===== src/rtl/branch_resolve_unit.sv =====
// Multi-channel branch resolver: one-cycle result per channel, output held while res_ready=0,
// oldest mispredict of the cycle redirects fetch and squashes younger results. BRANCH_STATS_EN adds counters.
`ifndef BRANCH_TYPE_BEQ
`define BRANCH_TYPE_BEQ  4'd0
`define BRANCH_TYPE_BNE  4'd1
`define BRANCH_TYPE_BGEZ 4'd2
`define BRANCH_TYPE_BLTZ 4'd3
`define BRANCH_TYPE_J    4'd4
`define BRANCH_TYPE_JAL  4'd5
`define BRANCH_TYPE_JR   4'd6
`endif
`ifndef BRANCH_TYPE_BLEZ
`define BRANCH_TYPE_BLEZ 4'd7
`define BRANCH_TYPE_BGTZ 4'd8
`define BRANCH_TYPE_JALR 4'd9
`endif

module branch_resolve_unit #(
  parameter int          NUM_BRANCH  = 2,
  parameter int          ROB_IDX_W   = 7,
  parameter logic [31:0] LINK_OFFSET = 32'd8
) (
  input  logic                                  clk,
  input  logic                                  rst_n,
  input  logic [NUM_BRANCH-1:0]                 in_valid,
  output logic [NUM_BRANCH-1:0]                 in_ready,
  input  logic [NUM_BRANCH-1:0][31:0]           in_src1,
  input  logic [NUM_BRANCH-1:0][31:0]           in_src2,
  input  logic [NUM_BRANCH-1:0][31:0]           in_pc,
  input  logic [NUM_BRANCH-1:0][31:0]           in_br_target,
  input  logic [NUM_BRANCH-1:0][31:0]           in_j_target,
  input  logic [NUM_BRANCH-1:0][3:0]            in_type,
  input  logic [NUM_BRANCH-1:0]                 in_pred_taken,
  input  logic [NUM_BRANCH-1:0][31:0]           in_pred_target,
  input  logic [NUM_BRANCH-1:0][ROB_IDX_W-1:0]  in_rob_idx,
  input  logic [ROB_IDX_W-1:0]                  rob_head,
  input  logic                                  flush,
  output logic [NUM_BRANCH-1:0]                 res_valid,
  input  logic [NUM_BRANCH-1:0]                 res_ready,
  output logic [NUM_BRANCH-1:0]                 res_taken,
  output logic [NUM_BRANCH-1:0][31:0]           res_target,
  output logic [NUM_BRANCH-1:0][31:0]           res_link,
  output logic [NUM_BRANCH-1:0]                 res_link_we,
  output logic [NUM_BRANCH-1:0]                 res_mispred,
  output logic [NUM_BRANCH-1:0][ROB_IDX_W-1:0]  res_rob_idx,
  output logic                                  redirect_valid,
  output logic [31:0]                           redirect_pc,
  output logic [ROB_IDX_W-1:0]                  redirect_rob_idx
`ifdef BRANCH_STATS_EN
  ,
  output logic [31:0]                           stat_resolved,
  output logic [31:0]                           stat_mispred
`endif
);

  logic [NUM_BRANCH-1:0]                res_valid_q, res_valid_d;
  logic [NUM_BRANCH-1:0]                res_taken_q;
  logic [NUM_BRANCH-1:0][31:0]          res_target_q;
  logic [NUM_BRANCH-1:0][31:0]          res_link_q;
  logic [NUM_BRANCH-1:0]                res_link_we_q;
  logic [NUM_BRANCH-1:0]                res_mispred_q;
  logic [NUM_BRANCH-1:0][ROB_IDX_W-1:0] res_rob_idx_q;
  logic                                 redirect_valid_q;
  logic [31:0]                          redirect_pc_q;
  logic [ROB_IDX_W-1:0]                 redirect_rob_idx_q;

  logic [NUM_BRANCH-1:0]                acc, taken, is_cond, link_we, mispred, load;
  logic [NUM_BRANCH-1:0][31:0]          target, link;
  logic [NUM_BRANCH-1:0][ROB_IDX_W-1:0] age_in, age_held;

  logic                                 sel_vld;
  logic [ROB_IDX_W-1:0]                 sel_age;
  logic [31:0]                          sel_pc;
  logic [ROB_IDX_W-1:0]                 sel_rob;

  assign in_ready = ~res_valid_q | res_ready;

  always_comb begin
    for (int c = 0; c < NUM_BRANCH; c++) begin
      taken[c]   = 1'b0;
      is_cond[c] = 1'b1;
      link_we[c] = 1'b0;
      target[c]  = in_pc[c] + 32'd4;
      case (in_type[c])
        `BRANCH_TYPE_BEQ:  taken[c] = (in_src1[c] == in_src2[c]);
        `BRANCH_TYPE_BNE:  taken[c] = (in_src1[c] != in_src2[c]);
        `BRANCH_TYPE_BGEZ: taken[c] = !in_src1[c][31];
        `BRANCH_TYPE_BLTZ: taken[c] = in_src1[c][31];
        `BRANCH_TYPE_BLEZ: taken[c] = in_src1[c][31] || (in_src1[c] == 32'd0);
        `BRANCH_TYPE_BGTZ: taken[c] = !in_src1[c][31] && (in_src1[c] != 32'd0);
        `BRANCH_TYPE_J, `BRANCH_TYPE_JAL: begin
          taken[c]   = 1'b1;
          is_cond[c] = 1'b0;
          target[c]  = in_j_target[c];
          link_we[c] = (in_type[c] == `BRANCH_TYPE_JAL);
        end
        `BRANCH_TYPE_JR, `BRANCH_TYPE_JALR: begin
          taken[c]   = 1'b1;
          is_cond[c] = 1'b0;
          target[c]  = in_src1[c];
          link_we[c] = (in_type[c] == `BRANCH_TYPE_JALR);
        end
        default: ;
      endcase
      if (is_cond[c] && taken[c]) begin
        target[c] = in_br_target[c];
      end
      mispred[c]  = (taken[c] != in_pred_taken[c]) ||
                    (taken[c] && (target[c] != in_pred_target[c]));
      link[c]     = in_pc[c] + LINK_OFFSET;
      acc[c]      = in_valid[c] && in_ready[c];
      // Ages wrap with the ROB index, so plain modular subtraction orders them.
      age_in[c]   = in_rob_idx[c] - rob_head;
      age_held[c] = res_rob_idx_q[c] - rob_head;
    end
  end

  always_comb begin
    sel_vld = 1'b0;
    sel_age = '0;
    sel_pc  = '0;
    sel_rob = '0;
    for (int c = 0; c < NUM_BRANCH; c++) begin
      if (acc[c] && mispred[c] && (!sel_vld || (age_in[c] < sel_age))) begin
        sel_vld = 1'b1;
        sel_age = age_in[c];
        sel_pc  = target[c];
        sel_rob = in_rob_idx[c];
      end
    end
  end

  always_comb begin
    for (int c = 0; c < NUM_BRANCH; c++) begin
      load[c] = acc[c] && !flush && !(sel_vld && (age_in[c] > sel_age));
      if (flush) begin
        res_valid_d[c] = 1'b0;
      end else if (load[c]) begin
        res_valid_d[c] = 1'b1;
      end else if (res_valid_q[c] && res_ready[c]) begin
        res_valid_d[c] = 1'b0;
      end else if (res_valid_q[c] && sel_vld && (age_held[c] > sel_age)) begin
        res_valid_d[c] = 1'b0;
      end else begin
        res_valid_d[c] = res_valid_q[c];
      end
    end
  end

  always_ff @(posedge clk or negedge rst_n) begin
    if (!rst_n) begin
      res_valid_q        <= '0;
      res_taken_q        <= '0;
      res_target_q       <= '0;
      res_link_q         <= '0;
      res_link_we_q      <= '0;
      res_mispred_q      <= '0;
      res_rob_idx_q      <= '0;
      redirect_valid_q   <= 1'b0;
      redirect_pc_q      <= '0;
      redirect_rob_idx_q <= '0;
    end else begin
      res_valid_q      <= res_valid_d;
      redirect_valid_q <= sel_vld && !flush;
      if (sel_vld && !flush) begin
        redirect_pc_q      <= sel_pc;
        redirect_rob_idx_q <= sel_rob;
      end
      for (int c = 0; c < NUM_BRANCH; c++) begin
        if (load[c]) begin
          res_taken_q[c]   <= taken[c];
          res_target_q[c]  <= target[c];
          res_link_q[c]    <= link[c];
          res_link_we_q[c] <= link_we[c];
          res_mispred_q[c] <= mispred[c];
          res_rob_idx_q[c] <= in_rob_idx[c];
        end
      end
    end
  end

  assign res_valid        = res_valid_q;
  assign res_taken        = res_taken_q;
  assign res_target       = res_target_q;
  assign res_link         = res_link_q;
  assign res_link_we      = res_link_we_q;
  assign res_mispred      = res_mispred_q;
  assign res_rob_idx      = res_rob_idx_q;
  assign redirect_valid   = redirect_valid_q;
  assign redirect_pc      = redirect_pc_q;
  assign redirect_rob_idx = redirect_rob_idx_q;

`ifdef BRANCH_STATS_EN
  logic [31:0] stat_resolved_q, stat_resolved_d;
  logic [31:0] stat_mispred_q, stat_mispred_d;
  logic [2:0]  n_load, n_misp;
  logic [32:0] sum_res, sum_misp;

  // Counters saturate rather than wrap so a long run never reads as a small count.
  always_comb begin
    n_load = '0;
    n_misp = '0;
    for (int c = 0; c < NUM_BRANCH; c++) begin
      n_load = n_load + {2'b00, load[c]};
      n_misp = n_misp + {2'b00, load[c] && mispred[c]};
    end
    sum_res         = {1'b0, stat_resolved_q} + {30'd0, n_load};
    sum_misp        = {1'b0, stat_mispred_q} + {30'd0, n_misp};
    stat_resolved_d = sum_res[32] ? 32'hFFFF_FFFF : sum_res[31:0];
    stat_mispred_d  = sum_misp[32] ? 32'hFFFF_FFFF : sum_misp[31:0];
  end

  always_ff @(posedge clk or negedge rst_n) begin
    if (!rst_n) begin
      stat_resolved_q <= '0;
      stat_mispred_q  <= '0;
    end else begin
      stat_resolved_q <= stat_resolved_d;
      stat_mispred_q  <= stat_mispred_d;
    end
  end

  assign stat_resolved = stat_resolved_q;
  assign stat_mispred  = stat_mispred_q;
`endif

endmodule


===== config.mk =====
export PLATFORM = sky130hd
export DESIGN_NAME = branch_resolve_unit
export DESIGN_NICKNAME = d
export VERILOG_FILES = /design/src/rtl/branch_resolve_unit.sv
export SDC_FILE = /design/constraint.sdc
export NUM_CORES = 1
export LEC_CHECK = 0
export CAP_MARGIN = 20
export CORE_AREA = 5 5 238 240
export CTS_CLUSTER_DIAMETER = 120
export DETAILED_ROUTE_END_ITERATION = 12
export DIE_AREA = 0 0 243 245
export SETUP_SLACK_MARGIN = 0.1
export SLEW_MARGIN = 10
export SYNTH_ARGS = -nofsm -noshare
export SYNTH_HDL_FRONTEND = slang
export SYNTH_SLANG_ARGS = --single-unit

===== constraint.sdc =====
create_clock -name clk -period 5.9 [get_ports clk]
set_input_delay 1.77 -clock clk [delete_from_list [all_inputs] [get_ports clk]]
set_output_delay 1.77 -clock clk [all_outputs]
set_load 0.01 [all_outputs]

======== Yosys cells after proc, flatten, opt, wreduce, memory -nomap -nowiden ========
Index checks and enable logic that the tools add are counted.
word-level totals
  bits in registers ....................... 190
  input bits .............................. 422
  output and inout port bits .............. 192
  word-level logic and storage cells ...... 133
operators by class
  $add $sub $neg .......................... 8
  $lt $le $gt $ge ......................... 5
  equality and inequality tests ........... 26
  mux-type cells .......................... 26
  bitwise gates (word level) .............. 2
  reduce and logical (&&, ||, !) cells .... 49
operators with widths
  cell                                                             count
  32-bit two-way mux                                               4
  32-bit inequality test                                           4
  32-bit one-hot mux with 2 select lines                           2
  32-bit by 3-bit adder with 32-bit output, second input constant  2
  32-bit by 4-bit adder with 32-bit output, second input constant  2
  32-bit == test                                                   2
  32-bit logical NOT                                               2
  32-bit nonzero test                                              2
  4-bit by 3-bit == test with 1-bit output, second input constant  8
  7-bit > comparator                                               4
  7-bit two-way mux                                                4
  7-bit subtractor                                                 4
  1-bit logical AND                                                24
  4-bit by 2-bit == test with 1-bit output, second input constant  4
  4-bit == test, second input constant                             4
  1-bit one-hot mux with 7 select lines                            2
  1-bit two-way mux                                                12
  4-bit by 1-bit == test with 1-bit output, second input constant  2
  4-bit logical NOT                                                2
  4-bit nonzero test                                               2
  2-bit OR reduction                                               4
  4-bit OR reduction                                               2
  7-bit < comparator                                               1
  1-bit logical NOT                                                6
  other kinds (5)                                                  11

======== Logic depth before layout (Yosys ltp) ========
Gate-level depths: netlist (run 1).
  depth after elaboration ................. 20
  depth in mapped cells ................... 38
  depth with buffers taken out ............ 30

======== Least setup slack after synthesis (run 1) ========
OpenSTA, ideal clock, no wires.
  path type ............................... input -> register
  from .................................... input in_pc[6] (netlist name)
  to ...................................... register res_target_q (netlist bit res_target[0])
  library setup time ...................... 0.134 ns
  arrival ................................. 8.341 ns
  data required time ...................... 5.766 ns
  path slack .............................. -2.575 ns
  stages .................................. 35
  buffers on the path ..................... 7
  cells stage by stage .................... buf_2 -> nand4_1 -> clkbuf_1 -> or4_1 -> or4_1 -> and2_1 -> a311oi_1 -> a32o_1 -> o2111ai_1 -> nor4_1 -> nand3_1 -> and2_4 -> buf_2 -> nand2_1 -> ha_1 -> a21oi_1 -> nor2b_1 -> o21ai_0 -> o211ai_1 -> a21boi_4 -> clkbuf_1 -> buf_1 -> nor2_1 -> a21oi_1 -> ha_1 -> nor2b_1 -> o21ai_0 -> nand2b_1 -> a21oi_1 -> o21ai_0 -> o21ai_0 -> o21ai_1 -> clkbuf_1 -> clkbuf_1 -> o21ai_0
on the way
  word-level cells in the longest chain between the ends .. 16
  elaborated cells on any way between the ends .. 19
  those cells by class .................... add/sub (1); order compare (2); eq/ne (1); mux (6); reduce/logical (9)
ends and longest elaborated chain
  element                                                  line  source
  from (decl)                                              29    input logic [NUM_BRANCH-1:0][31:0] in_pc,
  32-bit by 3-bit adder with 32-bit output *               83    target[c] = in_pc[c] + 32'd4;
  32-bit one-hot mux with 2 select lines *                 84    case (in_type[c])
  32-bit two-way mux *                                     105   if (is_cond[c] && taken[c]) begin
  32-bit inequality test *                                 109   (taken[c] && (target[c] != in_pred_target[c]));
  1-bit logical AND *                                      109
  1-bit logical OR *                                       108   mispred[c] = (taken[c] != in_pred_taken[c]) ||
  1-bit logical AND *                                      124   if (acc[c] && mispred[c] && (!sel_vld || (age_in[c] < sel_age))) begin
  7-bit two-way mux or 1-bit two-way mux (tied branches)   124
  7-bit < comparator or 1-bit logical NOT (tied branches)  124
  1-bit logical OR                                         124
  1-bit logical AND                                        124
  7-bit two-way mux                                        124
  7-bit > comparator                                       135   load[c] = acc[c] && !flush && !(sel_vld && (age_in[c] > sel_age));
  1-bit logical AND *                                      135
  1-bit logical NOT *                                      135
  1-bit logical AND *                                      135
  to (signal, indexed assignment)                          172   res_target_q[c] <= target[c];
  to (decl)                                                58    logic [NUM_BRANCH-1:0][31:0] res_target_q;
Every way passes the cells marked *; elsewhere a longest branch is shown, timed or not.
A chain may end at the register's enable or synchronous reset.

======== Worst setup path after layout (run 1) ========
  from .................................... input in_src2[5] (netlist name)
  to ...................................... register res_link_q (netlist bit res_link[52])
on the way
  word-level cells in the longest chain between the ends .. 17
  elaborated cells on any way between the ends .. 22
  those cells by class .................... order compare (2); eq/ne (4); mux (6); reduce/logical (10)
ends and longest elaborated chain
  element                                                   line    source
  from (decl)                                               28      input logic [NUM_BRANCH-1:0][31:0] in_src2,
  32-bit inequality test or 32-bit == test (tied branches)  86, 85
  1-bit one-hot mux with 7 select lines *                   84
  1-bit logical AND                                         105
  32-bit two-way mux                                        105
  32-bit inequality test                                    109
  1-bit logical AND                                         109
  1-bit logical OR *                                        108
  1-bit logical AND *                                       124
  7-bit two-way mux or 1-bit two-way mux (tied branches)    124
  7-bit < comparator or 1-bit logical NOT (tied branches)   124
  1-bit logical OR                                          124
  1-bit logical AND                                         124
  7-bit two-way mux                                         124
  7-bit > comparator                                        135
  1-bit logical AND *                                       135
  1-bit logical NOT *                                       135
  1-bit logical AND *                                       135
  to (signal, indexed assignment)                           173     res_link_q[c] <= link[c];
  to (decl)                                                 59      logic [NUM_BRANCH-1:0][31:0] res_link_q;
Marks and branches as above.

==> key figures, run 1 <==
Critical path
  • CP arrival: 7920 ps
  • Critical path class: in2reg
  • FF-to-FF setup slack: 1190 ps
  • Critical Path Slowest Stage Cell: or3_1
  • Reg2reg path depth: 23
  • Max FO, Critical Path: 7
  • CP Launch Type: input port
  • Crit path launch: in_src2[5]
  • Req. time, crit path: 6260 ps
  • Worst reg2reg startpoint: res_valid[0]
  • Most frequent cell on the critical path: buf_6
  • Worst r2r dst: res_target[30]
  • CP Capture Type: flip-flop
  • Max stage delay on crit path: 320 ps

Power
  • PwrDens: 286 nW/µm²
  • Power, Total: 9.48 mW
  • Peak supply drop: 0.264 mV
  • Pleak: 14.9 nW

Global routing
  • Global-route wire length before repair: between 150000 and 200000 µm
  • Largest net degree at the start of global routing: 117
  • Met1 Track Usage GR: 37.8%
  • Vias in the first global route: 22644
  • GRT Overall Usage: 34.7%
  • GR Layer Usage met3: 7.73%
  • Met2 GRT Util: 64.0%
  • Total grt overflow: 0
  • Initial antenna violation count: 15
  • Busiest grt layer: met2

Placed design
  • GPL Wtd Cong: roughly 1.0
  • Port Buffer Count: 613
  • Dpl cells: around 3900
  • DP HPWL: 91500 µm
  • Post-Place Worst Slack: -3030 ps

Route
  • Vias: 21937
  • Final ANT Viol Nets: 0
  • 1st-iter DRT viols: roughly 1400
  • First drt pass iteration count: 5
  • DR WL/cell: 27.7 µm
  • Detailed-route DRC error count: 0
  • Drt via density: between 5 and 6
  • Total Wirelength: 111000 µm

CTS
  • H-tree depth: 4
  • Clk buf depth: 2
  • Clock root buffer: clkbuf_16
  • CTS tree: yes
  • CTS buffer count: 17
  • CTS Hold Bufs: 0
  • Later-pin clock latency in the skew report: 480 ps
  • Sink Count: 190
  • Reg clk slew, reported paths: 80 ps

Logic synthesis
  • Seq/Total Area, Yosys: 28.2%
  • EDFF count, synth: 0
  • Post-Syn Area: 16900 µm²
  • Most used DFF post-synth: dfrtp_1
  • Synth Net Count: 2451
  • Syn avg cell area: about 8.6 µm²
  • Async set-reset flop share out of synthesis: 100%
  • Synthesized instance count: 1967
  • YS warnings: 0
  • Post-synthesis sequential element count: 190
  • Number of library cell types mapped by synthesis: 93

Final layout
  • Commonest cells after routing, fill and taps aside: 715 x buf_4, 496 x clkdlybuf4s50_1, 190 x dfrtp_1
  • Share of layout cells above drive strength 1: 40.0%
  • P&R area growth vs syn: 96.5%
  • Layout Nets: 3788
  • Fin cells: 4022
  • Finished Core Util: between 60% and 70%
  • Commonest non-fill, non-tap cell in the layout: buf_4

Timing
  • Final worst path period share: 128%
  • Final Hold Viols: 0
  • Least-Margin Pin Slew: 797 ps
  • Final setup margin: -1650 ps
  • Rel. slew slack: 46.3%
  • Slew Limit Fails: 0
  • FMAX: 132 MHz
  • Worst Skew: 9.97 ps
  • Unrepaired setup endpoints after global routing: true
  • Setup Viol. Count Final: 190
  • Final Critical Period: 7550 ps

Run
  • # Max-Cap Violations: 0

Run status
  • Violated checks: setup timing
  • Status: complete, but fails checks

Floorplanning
  • Rows: 86
  • Die Span Y: 245 µm
  • Die X: about 240 µm
  • Num ports: 614
  • Initial Util: 31.0%
  • Die area: 59500 µm²
  • Total core area: 54400 µm²

Worst hold path
  • Hold path depth: 2
  • Worst hold start: res_link[24]
  • WHS Endpoint: res_link[24]
  • HP Class: reg2reg
[flip-flops by register name (all words and copies together), names as in the netlist]
register	cells
res_target	64
redirect_valid	1
res_taken	2
res_rob_idx	14
redirect_pc	32
res_link_we	2
res_link	64
res_mispred	2
redirect_rob_idx	7
res_valid	2
[kinds of logic after synthesis]
kind of cell	Yosys count	share of synthesized area, %
AO/OA/AOI/OAI	498	20.5
XOR/XNOR	237	12.3
adder cells (fa/ha/maj)	63	4.84
buffers and inverters	200	4.96
flip-flops	190	28.2
multiplexers	133	9.74
AND/OR/NAND/NOR	646	19.5
[per-layer routing]
layer  part of all wire [%]  up-vias
met5                   0.12        -
met4                    5.9       22
met1                     37    10754
li1                       -     9929
met2                     51      968
met3                    6.1      264
[metrics by stage]
stage	hold slack (ps)	instance area (µm²)	TNS [ps]
finish	514	33100	-269100
global placement	462	29000	-503640
detailed placement	476	29000	-522030
CTS	493	30900	-266750
floorplan	512	17200	-281840
global route	530	33100	-303950
[cells in the mapped netlist (all sizes together), types with 11 or more instances]
library cell,instances,share of area [%]
a211oi,11,0.49
a21o,14,0.62
a21oi,95,2.8
a221oi,21,1.1
a222oi,15,0.89
a22oi,57,2.5
a2bb2oi,14,0.73
and3,17,0.63
buf,39,1.3
clkbuf,83,1.9
dfrtp,190,28
ha,58,4.3
inv,77,1.7
mux2,113,8.6
mux2i,20,1.2
nand2,193,4.3
nand2b,16,0.59
nand3,38,1.1
nand4,47,1.8
nor2,133,3.0
nor2b,16,0.59
nor3,42,1.3
nor4,56,2.1
o211ai,11,0.49
o21ai,114,3.4
o221ai,11,0.57
o22ai,16,0.59
or2,11,0.41
or3,15,0.56
or4,12,0.56
xnor2,98,5.1
xor2,139,7.2
[power by group]
group / total (mW) / switching, mW / internal [mW]
Combinational: 5.93 / 2.61 / 3.31
Sequential: 2.43 / 0.543 / 1.88
Clock: 1.13 / 0.583 / 0.543
[worst max-delay path, delay by kind of cell]
kind	cells	cell delay, ps
AOI/OAI and AO/OA	8	1400
and+or+nand+nor	13	2050
buffers and inverters	11	1670
xor gates and xnor gates	1	220
adders and majority gates	2	500
muxes	1	290
[worst max-delay path by stage]
| stage | endpoint | slack [ps] | depth (start not counted) |
|---|---|---|---|
| 6_report | res_link[52] | -1650 | 36 |
| 5_1_grt | res_link[52] | -1840 | 33 |
| 4_1_cts | res_target[52] | -1690 | 28 |
| 3_5_place_dp | res_target[5] | -3030 | 33 |
| 3_3_place_gp | res_target[5] | -2910 | 33 |
| 2_1_floorplan | res_rob_idx[1] | -1790 | 31 |
[area by class of cell]
class	instances	area (µm²)
Fill cell	4721	21300
Multi-Input combinational cell	1577	13400
Tap cell	704	881
Sequential cell	190	4750
Clock inverter	10	83.8
Clock buffer	20	437
Antenna cell	3	7.51
Timing Repair Buffer	1440	13300
Inverter	78	295
[timing repair]
action,4_1_cts,5_1_grt
hold endpoints to repair,0,0
gates resized for setup,241,504
gates cloned,8,12
pin swaps,75,149
endpoints found under the setup margin,190,190
setup buffers,52,60
(Power assumes the default switching activity.)
==> inputs of run 2 (changes only) <==
--- a/config.mk
+++ b/config.mk
@@ -5,6 +5,7 @@
 export SDC_FILE = /design/constraint.sdc
 export NUM_CORES = 1
 export LEC_CHECK = 0
+export ABC_CLOCK_PERIOD_IN_PS = 5900
 export CAP_MARGIN = 20
 export CORE_AREA = 5 5 238 240
 export CTS_CLUSTER_DIAMETER = 120
==> results of run 2 <==
Final layout, timing and power as in run 1 (identical DEF).
